### src/rtl/seq_pkg.sv
// Shared constants and types for the sequence-capture block.
package seq_pkg;
  localparam int unsigned Q_W       = 3;
  localparam int unsigned DEPTH_DEF = 4;
  localparam int unsigned CNT_W_DEF = 8;

  typedef logic [Q_W-1:0] q_t;

  // Legal successor of a sequence value (wraps modulo 2^Q_W).
  function automatic q_t q_succ(q_t q);
    return q + q_t'(1);
  endfunction
endpackage

### src/rtl/seq_capture_if.sv
// Upstream/consumer signal bundle for seq_capture; slave = DUT side, master = driver side.
interface seq_capture_if #(
  parameter int unsigned CNT_W = seq_pkg::CNT_W_DEF
);
  import seq_pkg::*;

  q_t               q_in;
  logic             count_in;
  logic             rd_en;
  q_t               rd_data;
  logic             rd_valid;
  logic             empty;
  logic             full;
  logic             overflow;
  logic [CNT_W-1:0] evt_cnt;
  logic             seq_err;

  modport slave (
    input  q_in, count_in, rd_en,
    output rd_data, rd_valid, empty, full, overflow, evt_cnt, seq_err
  );

  modport master (
    output q_in, count_in, rd_en,
    input  rd_data, rd_valid, empty, full, overflow, evt_cnt, seq_err
  );
endinterface

### src/rtl/seq_fifo.sv
// Capture FIFO: storage, wrapping pointers, occupancy and registered empty/full/overflow flags.
module seq_fifo
  import seq_pkg::*;
#(
  parameter int unsigned DEPTH = DEPTH_DEF
) (
  input  logic clk,
  input  logic rst,
  input  logic push,
  input  q_t   din,
  input  logic pop_req,
  output q_t   dout,
  output logic dout_valid,
  output logic empty,
  output logic full,
  output logic overflow
);
  localparam int unsigned AW = (DEPTH > 1) ? $clog2(DEPTH) : 1;
  localparam int unsigned CW = $clog2(DEPTH) + 1;

  q_t            mem [DEPTH];
  logic [AW-1:0] wr_ptr;
  logic [AW-1:0] rd_ptr;
  logic [CW-1:0] occ;
  logic [CW-1:0] occ_next;
  logic          pop_ok;
  logic          push_ok;

  // A pop frees the slot in the same cycle, so a push into a full FIFO succeeds alongside it.
  assign pop_ok  = pop_req & ~empty;
  assign push_ok = push & (~full | pop_ok);

  always_comb begin
    occ_next = occ;
    case ({push_ok, pop_ok})
      2'b10:   occ_next = occ + CW'(1);
      2'b01:   occ_next = occ - CW'(1);
      default: occ_next = occ;
    endcase
  end

  always_ff @(posedge clk) begin
    if (push_ok) mem[wr_ptr] <= din;
  end

  always_ff @(posedge clk or posedge rst) begin
    if (rst) begin
      wr_ptr     <= '0;
      rd_ptr     <= '0;
      occ        <= '0;
      empty      <= 1'b1;
      full       <= 1'b0;
      overflow   <= 1'b0;
      dout       <= '0;
      dout_valid <= 1'b0;
    end else begin
      occ        <= occ_next;
      empty      <= (occ_next == '0);
      full       <= (occ_next == CW'(DEPTH));
      dout_valid <= pop_ok;
      if (push_ok) wr_ptr <= wr_ptr + AW'(1);
      if (pop_ok) begin
        rd_ptr <= rd_ptr + AW'(1);
        dout   <= mem[rd_ptr];
      end
      if (push & full & ~pop_ok) overflow <= 1'b1;
    end
  end
endmodule

### src/rtl/seq_capture.sv
// Captures q_in on each rising edge of count_in into a FIFO, counts events (saturating).
// Optional step checker on q_in is enabled by defining SEQ_STEP_CHECK_EN.
module seq_capture
  import seq_pkg::*;
#(
  parameter int unsigned DEPTH = DEPTH_DEF,
  parameter int unsigned CNT_W = CNT_W_DEF
) (
  input logic         clk,
  input logic         rst,
  seq_capture_if.slave bus
);
  logic             count_prev;
  logic             evt;
  logic [CNT_W-1:0] cnt;

  assign evt         = bus.count_in & ~count_prev;
  assign bus.evt_cnt = cnt;

  always_ff @(posedge clk or posedge rst) begin
    if (rst) begin
      count_prev <= 1'b0;
      cnt        <= '0;
    end else begin
      count_prev <= bus.count_in;
      if (evt && (cnt != '1)) cnt <= cnt + CNT_W'(1);
    end
  end

  seq_fifo #(
    .DEPTH (DEPTH)
  ) u_fifo (
    .clk        (clk),
    .rst        (rst),
    .push       (evt),
    .din        (bus.q_in),
    .pop_req    (bus.rd_en),
    .dout       (bus.rd_data),
    .dout_valid (bus.rd_valid),
    .empty      (bus.empty),
    .full       (bus.full),
    .overflow   (bus.overflow)
  );

`ifdef SEQ_STEP_CHECK_EN
  q_t   q_prev;
  logic q_prev_ok;
  logic err;

  // The first cycle after release only loads q_prev; comparisons start on the next one.
  always_ff @(posedge clk or posedge rst) begin
    if (rst) begin
      q_prev    <= '0;
      q_prev_ok <= 1'b0;
      err       <= 1'b0;
    end else begin
      q_prev    <= bus.q_in;
      q_prev_ok <= 1'b1;
      if (q_prev_ok && (bus.q_in != q_prev) && (bus.q_in != q_succ(q_prev))) err <= 1'b1;
    end
  end

  assign bus.seq_err = err;
`else
  assign bus.seq_err = 1'b0;
`endif
endmodule

### src/flat_wrapper.sv
// flat-port wrapper written by rule: the top's interface ports become plain ports
module seq_capture_flat import seq_pkg::*;
#(
  parameter int unsigned DEPTH = DEPTH_DEF,
  parameter int unsigned CNT_W = CNT_W_DEF
)
  (clk, rst, bus_q_in, bus_count_in, bus_rd_en, bus_rd_data, bus_rd_valid, bus_empty, bus_full, bus_overflow, bus_evt_cnt, bus_seq_err);
  seq_capture_if #(.CNT_W(CNT_W)) bus_i ();
  input logic clk;
  input logic rst;
  input wire logic [$bits(bus_i.q_in)-1:0] bus_q_in;
  input wire logic [$bits(bus_i.count_in)-1:0] bus_count_in;
  input wire logic [$bits(bus_i.rd_en)-1:0] bus_rd_en;
  output wire logic [$bits(bus_i.rd_data)-1:0] bus_rd_data;
  output wire logic [$bits(bus_i.rd_valid)-1:0] bus_rd_valid;
  output wire logic [$bits(bus_i.empty)-1:0] bus_empty;
  output wire logic [$bits(bus_i.full)-1:0] bus_full;
  output wire logic [$bits(bus_i.overflow)-1:0] bus_overflow;
  output wire logic [$bits(bus_i.evt_cnt)-1:0] bus_evt_cnt;
  output wire logic [$bits(bus_i.seq_err)-1:0] bus_seq_err;
  assign bus_i.q_in = bus_q_in;
  assign bus_i.count_in = bus_count_in;
  assign bus_i.rd_en = bus_rd_en;
  assign bus_rd_data = bus_i.rd_data;
  assign bus_rd_valid = bus_i.rd_valid;
  assign bus_empty = bus_i.empty;
  assign bus_full = bus_i.full;
  assign bus_overflow = bus_i.overflow;
  assign bus_evt_cnt = bus_i.evt_cnt;
  assign bus_seq_err = bus_i.seq_err;
  seq_capture #(.DEPTH(DEPTH), .CNT_W(CNT_W)) u_core (.clk(clk), .rst(rst), .bus(bus_i));
endmodule
### config.mk
export PLATFORM = sky130hd
export DESIGN_NAME = seq_capture_flat
export DESIGN_NICKNAME = d
export VERILOG_FILES = /design/src/rtl/seq_pkg.sv /design/src/rtl/seq_capture_if.sv /design/src/rtl/seq_fifo.sv /design/src/rtl/seq_capture.sv /design/src/flat_wrapper.sv
export SDC_FILE = /design/constraint.sdc
export NUM_CORES = 1
export LEC_CHECK = 0
export ABC_AREA = 1
export CAP_MARGIN = 10
export CELL_PAD_IN_SITES_DETAIL_PLACEMENT = 0
export CELL_PAD_IN_SITES_GLOBAL_PLACEMENT = 1
export CORE_ASPECT_RATIO = 1.5
export CORE_UTILIZATION = 41
export DETAILED_ROUTE_END_ITERATION = 8
export MAX_ROUTING_LAYER = met4
export PLACE_DENSITY_LB_ADDON = 0.25
export SLEW_MARGIN = 20
export SYNTH_ARGS = -nofsm -noshare
export SYNTH_HDL_FRONTEND = slang
export SYNTH_SLANG_ARGS = --single-unit
### constraint.sdc
create_clock -name clk -period 2.4 [get_ports clk]
set_input_delay 0.48 -clock clk [delete_from_list [all_inputs] [get_ports clk]]
set_output_delay 0.48 -clock clk [all_outputs]
set_load 0.05 [all_outputs]
==> results of run 1 <==
## state kept, by name, summed over array words and instances (netlist names), 2 cells and up
| register | flops |
|---|---|
| u_core.u_fifo.rd_ptr | 2 |
| u_core.u_fifo.dout | 3 |
| u_core.u_fifo.occ | 3 |
| u_core.u_fifo.wr_ptr | 2 |
| u_core.bus.evt_cnt | 8 |
| u_core.u_fifo.mem | 12 |
## cells by family after synthesis
group | synth area share, %
AND/OR/NAND/NOR | 25.2
flip-flops | 55.9
buffers and inverters | 6.87
AO/OA/AOI/OAI | 3.06
adder cells (fa/ha/maj) | 5.67
XOR/XNOR | 3.13
other | 0.224
## how the worst max path moves through the flow
stage	endpoint	cells after the start
4_1_cts	u_core.u_fifo.full	11
5_1_grt	u_core.u_fifo.full	15
3_5_place_dp	u_core.u_fifo.full	11
6_report	u_core.u_fifo.empty	11
3_3_place_gp	u_core.u_fifo.empty	11
2_1_floorplan	u_core.u_fifo.empty	9
## worst max-delay path: stages
cell             delay (ns)
clkdlybuf4s50_1        0.46
inv_1                  0.06
nor2_4                 0.09
inv_2                  0.04
nand2_2                0.07
nand2_2                0.05
ha_1                   0.21
fa_1                   0.44
o21ai_0                0.23
nand3_1                0.13
nor2_1                 0.11
## layout make-up
cell class / count / area (sq um)
well taps: 45 / 56.3
multi-input cells: 115 / 624
clock buffers: 5 / 68.8
clock inverters: 3 / 38.8
fillers: 379 / 1830
inverters: 26 / 103
repair buffers: 28 / 263
flip-flops and latches: 35 / 937
## routing by layer
layer  GRT usage, %  up-vias  routed length [um]  part of all wire (%)
met5              -        -                   0                     0
met4           6.15        0                  56                   1.8
met3           4.73        5                  89                   2.9
met2           31.6       24                1770                    58
met1           17.0      586                1150                    37
li1               -      613                   -                     -
## placed cells by master (no fill, tap or decap), types with 2 or more instances in the layout
master           Yosys  final
nand3_1              8      8
o21ai_0              7      7
ha_1                 6      6
xor2_1               4      4
nand4_1              2      2
dfrtp_1             22     22
edfxtp_1            12     12
inv_1               24     24
clkbuf_8             0      5
nor2_1              22     22
buf_4                1      7
nor2_4               3      3
xnor2_1              2      2
clkdlybuf4s50_1      0     21
nand2_1             49     49
nand2_2              3      3
## stage by stage
stage          hold WS (ns)  power [mW]  instances  instance area, sq um  setup TNS, ns
3_3_place_gp          0.466        1.89        249                  1980              0
2_1_floorplan         0.481        1.61        178                  1680              0
4_1_cts               0.354        2.45        257                  2090              0
3_5_place_dp          0.463        1.93        249                  1980         -0.109
5_1_grt               0.388        2.59        257                  2090              0
6_report              0.355        2.42        257                  2090              0
## power by group through the flow
stage	clock, mW	sequential, mW	combinational [mW]
after global routing	0.549	0.958	1.08
final	0.510	0.933	0.973
after global placement	0	0.937	0.958
after detailed placement	0	0.945	0.981
after floorplan	0	1.17	0.440
after CTS	0.527	0.935	0.985
==> run summary, run 1 <==
• **result of the run** complete, no violations
• **share of the yosys chip area belonging to registers** 55.9%
• **RSZ-0062 raised after global routing** false
• **number of flops mapped to enable cells by yosys** 12
• **CP Data Required Time** 2.62 ns
• **number of instances in the synthesized netlist** 178
• **number of synthesized register bits** 35
• **count of distinct cell types in the synthesized netlist** 27
• **initial core utilization** 42.7%
• **portion of total power attributed to sequential cells** 38.6%
• **first-pass GRT wire length** 5240 um
• **per-cell via count in the routed design** 4.78
• **worst hold path type** input port to async pin
• **worst setup slack before clock tree synthesis** -0.0567 ns
• **full die area** 0.00435 sq mm
• **Tightest Pin Transition** 0.506 ns
• **number of levels the H-tree was split into** 2
• **reported max-cap violation count** 0
• **worst setup path class** input port to register
• **Layout Nets** 225
• **final count of negative-setup-slack endpoints** 0
• **Fin Clk Skew** 0.00500 ns
• **library cell with the largest summed area after synthesis** dfrtp_1
• **number of cell rows** 28
• **placed wire-length estimate** 2380 um
• **height of the die** 80.3 um
• **DR vias** 1228
• **Ports** 23
• **latest clock arrival within the worst-skew pair** 0.28 ns
• **worst max-slew margin expressed relative to the limit** 66.1%
• **Clock Power Share** 21.1%
• **internal power component** 1.44 mW
• **r2r setup slk** 0.45 ns
• **horizontal die dimension** 54.2 um
• **nets in the synthesized netlist** 192
• **number of endpoints with negative hold slack in the final report** 0
• **via count of the first global-routing pass** 1239
• **net switching share of the total power** 40.4%
• **DRT Pass-1 Iters** 4
• **post-detailed-routing wire length** 3070 um
• **share of final-layout standard cells stronger than drive strength 1** 13.2%
• **number of warnings issued by yosys** 0
• **post-detailed-route count of antenna-violating nets** 0
• **core outline area** 0.00392 sq mm
• **top cells by area in the synthesized netlist** dfrtp_1 (33%), edfxtp_1 (21%), nand2_1 (11%)
• **Resized cells post-CTS** 0
• **endpoint arrival time on the critical path** 2.37 ns
• **count of inserted antenna diode cells** 0
• **maximum number of pins on one net before global-route repair** 22
• **Register-to-Register Path Depth** 7
• **end of the worst register-to-register path** u_core.u_fifo.empty
• **Cell Area, Synth** 0.00168 sq mm
• **static leakage power** 0.978 nW
• **CTS sink count** 35
• **Min Clock Period, post-route** 2.15 ns
• **CTS max path bufs** 2
• **number of antenna violations at the first check in global routing** 0
• **Max Transition Viols Final** 0
• **remaining design rule violation count** 0
• **switching power summed over all nets** 975 uW
• **Routed WL per cell** 11.9 um
• **source of the critical timing path** bus_rd_en
• **number of buffers created by CTS** 5
• **share of power burned in combinational logic** 40.3%
• **Fmax** 465 MHz
• **setup ws final** 0.248 ns
• **most instantiated flip-flop cell in the synthesis netlist** dfrtp_1
• **Finished Core Util** 53.3%
• **Critical Path End Type** register
• **Area Growth Syn to Fin** 24.7%
• **remaining global-route overflow** 0
• **IO buf count** 21
• **Clock Root Buffer** clkbuf_8
• **maximum fanout along the worst path** 2
• **async set or reset register ratio after synthesis** 65.7%
• **Setup Fix Bufs, Post-CTS** 0
• **crit path launch type** input port
• **startpoint of the lowest-slack register-to-register path** u_core.u_fifo.empty
• **leading cell types by count after synthesis** nand2_1 (49), inv_1 (24), dfrtp_1 (22), nor2_1 (22), edfxtp_1 (12)
• **most frequent cell after synthesis** nand2_1
• **worst vdd ir** 0.691 mV
• **DR iter-0 viols** 21
• **Final Cycle Share** 89.7%
• **number of buffers inserted for hold repair after clock tree synthesis** 0
• **Placer Congestion** 0.790
• **GRT Util Overall** 17.5%
• **TritonCTS clock tree** built
• **portion of synthesized cell area occupied by the leading cell type** 32.8%
• **clock edge transition at the registers on the reported setup and hold paths** 0.07 ns
• **power per cell area** 1160 mW/mm^2
• **mean cell area of the mapped netlist** 9.42 sq um
(Power assumes the default switching activity.)
==> run 2, diff against run 1 <==
- SYNTH_HIERARCHICAL: not set -> 1
- clock period: 2.4 -> 2.25 ns (I/O delays scaled with it)
==> run 2 against run 1 <==
Register-to-register slack got worse by 0.17 ns. Critical path type is now register to output pin. Largest power group unchanged. Sequential share of layout area increased by 1.4 points. Synthesized area decreased by 1.8%. Critical path depth decreased by 10. Synthesized cell count decreased by 1.7%. Die area decreased by 1.7%. Worst hold slack improved by 0.11 ns.
==> run summary, run 2 <==
• **post-route worst hold slack** 0.464 ns
• **Setup Fix Bufs, Post-CTS** 0
• **initial core utilization** 43.9%
• **non-filler cells, final** 252
• **worst hold path type** input port to async pin
• **placed wire-length estimate** 2370 um
• **number of buffers inserted for hold repair after clock tree synthesis** 0
• **Clock Root Buffer** clkbuf_8
• **end of the worst register-to-register path** u_core/u_fifo/full
• **most flop-heavy register** u_core/u_fifo/mem
• **power per cell area** 1200 mW/mm^2
• **largest stage delay on the critical path** 0.80 ns
• **Layout Nets** 222
• **leading cell types by count after synthesis** nand2_1 (55), inv_1 (25), dfrtp_1 (22)
• **most frequent cell after synthesis** nand2_1
• **remaining design rule violation count** 0
• **reported max-cap violation count** 0
• **DRT Pass-1 Iters** 5
• **top cells by area in the synthesized netlist** dfrtp_1 (33%), edfxtp_1 (22%), nand2_1 (13%)
• **most frequent standard cell in the layout excluding fill and tap cells** nand2_1
• **worst vdd ir** 0.701 mV
• **Ports** 23
• **Register-to-Register Path Depth** 11
• **post-detailed-routing wire length** 2990 um
• **number of endpoints with negative hold slack in the final report** 0
• **maximum fanout along the worst path** 2
• **Resized cells post-CTS** 0
• **Total Power Consumption** 2.43 mW
• **Routed WL per cell** 11.9 um
• **Critical Path End Type** output pin
• **family with the most delay on the worst path** buffers and inverters
• **full die area** 0.00428 sq mm
• **most instantiated flip-flop cell in the synthesis netlist** dfrtp_1
• **number of synthesized register bits** 35
• **source of the critical timing path** u_core/u_fifo/empty
• **Buf/Inv on CP** 1
• **number of flip-flops under the largest register name** 12
• **number of buffers created by CTS** 5
• **startpoint of the lowest-slack register-to-register path** u_core/u_fifo/empty
• **worst setup path class** register to output pin
• **core outline area** 0.00375 sq mm
• **Area Growth Syn to Fin** 23.3%
• **clock edge transition at the registers on the reported setup and hold paths** 0.07 ns
• **horizontal die dimension** 53.7 um
• **nets in the synthesized netlist** 189
• **worst max-slew margin expressed relative to the limit** 63.8%
• **Min Clock Period, post-route** 2.05 ns
• **number of cells after detailed placement** 244
• **Tightest Pin Transition** 0.543 ns
• **portion of synthesized cell area occupied by the leading cell type** 33.4%
• **Fin Clk Skew** 0.00537 ns
• **number of antenna violations at the first check in global routing** 0
• **via count of the first global-routing pass** 1199
• **result of the run** complete, no violations
• **CP Capture Point** bus_empty
• **per-cell via count in the routed design** 4.71
• **DR top layer** met4
• **number of cell rows** 27
• **DR iter-0 viols** 18
• **GRT Util Overall** 17.1%
• **final count of negative-setup-slack endpoints** 0
• **IO buf count** 21
• **area of all placed cells without fillers** 0.00203 sq mm
• **TritonCTS clock tree** built
• **Cell Area, Synth** 0.00165 sq mm
• **share of the yosys chip area belonging to registers** 56.9%
• **post-detailed-route count of antenna-violating nets** 0
• **Max Transition Viols Final** 0
• **async set or reset register ratio after synthesis** 65.7%
• **mean cell area of the mapped netlist** 9.41 sq um
• **height of the die** 79.6 um
• **static leakage power** 0.966 nW
• **count of distinct cell types in the synthesized netlist** 25
• **DR vias** 1188
• **latest clock arrival within the worst-skew pair** 0.28 ns
• **CTS max path bufs** 2
• **Critical Path, Cell by Cell** clkdlybuf4s50_1
• **sum of routed wire segments on met1** 1080 um
• **CP Data Required Time** 1.80 ns
• **number of instances in the synthesized netlist** 175
• **number of cells on the critical path** 1
• **Placer Congestion** 0.700
• **met2 layer wire length in the routed design** 1780 um
• **number of levels the H-tree was split into** 2
• **Post-Place Cell Area** 0.00195 sq mm
• **remaining global-route overflow** 0
• **crit path launch type** register
• **sum of met3 wire segment lengths after detailed routing** 85 um
• **maximum number of pins on one net before global-route repair** 15
• **most frequent cells in the layout** nand2_1 (55), inv_1 (25), dfrtp_1 (22), clkdlybuf4s50_1 (21), nor2_1 (14)
• **Final Cycle Share** 91.3%
• **r2r setup slk** 0.28 ns
• **share of final-layout standard cells stronger than drive strength 1** 11.5%
• **endpoint arrival time on the critical path** 1.60 ns
• **CP max-delay cell** clkdlybuf4s50_1
• **RSZ-0062 raised after global routing** false
• **Fmax** 487 MHz
• **count of inserted antenna diode cells** 0
• **number of flops mapped to enable cells by yosys** 12
• **library cell with the largest summed area after synthesis** dfrtp_1
• **CTS sink count** 35
• **first-pass GRT wire length** 5000 um
• **number of warnings issued by yosys** 6
## run 2: changes by cell type in the layout (fill, tap and decap cells not counted), moves of 2 or more
cell,delta
a21oi_1,+2
o21ai_1,+4
clkbuf_1,+2
nor2_1,-8
o21ai_0,-3
nand2_1,+6
nand2_4,+2
## run 2: how the worst min path moves through the flow
stage                                 startpoint                endpoint  slack (ns)  cells after the start
after global placement    u_core/u_fifo/overflow  u_core/u_fifo/overflow        0.46                      1
final                                        rst       u_core/count_prev        0.46                      2
after detailed placement   u_core/u_fifo/dout[2]   u_core/u_fifo/dout[2]        0.48                      2
after CTS                                    rst       u_core/count_prev        0.47                      2
after global routing                         rst   u_core/bus.evt_cnt[3]        0.49                      2
after floorplan                              rst   u_core/bus.evt_cnt[0]        0.28                      1
## run 2: area by class of cell
| class | count | area [sq um] |
|---|---|---|
| Clock inverter | 1 | 5.00 |
| Inverter | 27 | 104 |
| Fill cell | 359 | 1720 |
| Clock buffer | 7 | 76.3 |
| Multi-Input combinational cell | 112 | 598 |
| Timing Repair Buffer | 27 | 255 |
| Tap cell | 43 | 53.8 |
| Sequential cell | 35 | 937 |
## run 2: power by group
| part | switching [mW] | total (mW) | internal, mW |
|---|---|---|---|
| Combinational | 0.663 | 1.02 | 0.360 |
| Clock | 0.200 | 0.416 | 0.217 |
| Sequential | 0.152 | 0.989 | 0.837 |
## run 2: per-stage QoR
| step | utilization [%] | setup TNS [ns] | setup slack (ns) |
|---|---|---|---|
| after floorplan | - | 0 | 0.0300 |
| after global placement | 52.0 | -0.0253 | -0.0211 |
| after detailed placement | 52.0 | -0.141 | -0.0796 |
| after CTS | 54.1 | 0 | 0.172 |
| after global routing | 54.1 | 0 | 0.106 |
| final | 54.1 | 0 | 0.196 |
## run 2: routing by layer
layer  global-route usage, %  up-vias
li1                        -      607
met1                    14.6      560
met2                    32.0       15
met3                    5.14        6
met4                    7.11        0
met5                       -        -
## run 2: logic make-up (layout without fill, tap and decap cells)
group | Yosys count | count (layout) | synth area share [%]
AOI/OAI and AO/OA | 12 | 12 | 4.03
xor gates and xnor gates | 5 | 5 | 2.66
adders and majority gates | 7 | 7 | 5.78
buffers and inverters | 28 | 62 | 6.76
DFF | 35 | 35 | 56.9
other | 1 | 1 | 0.228
and+or+nand+nor | 87 | 87 | 23.6
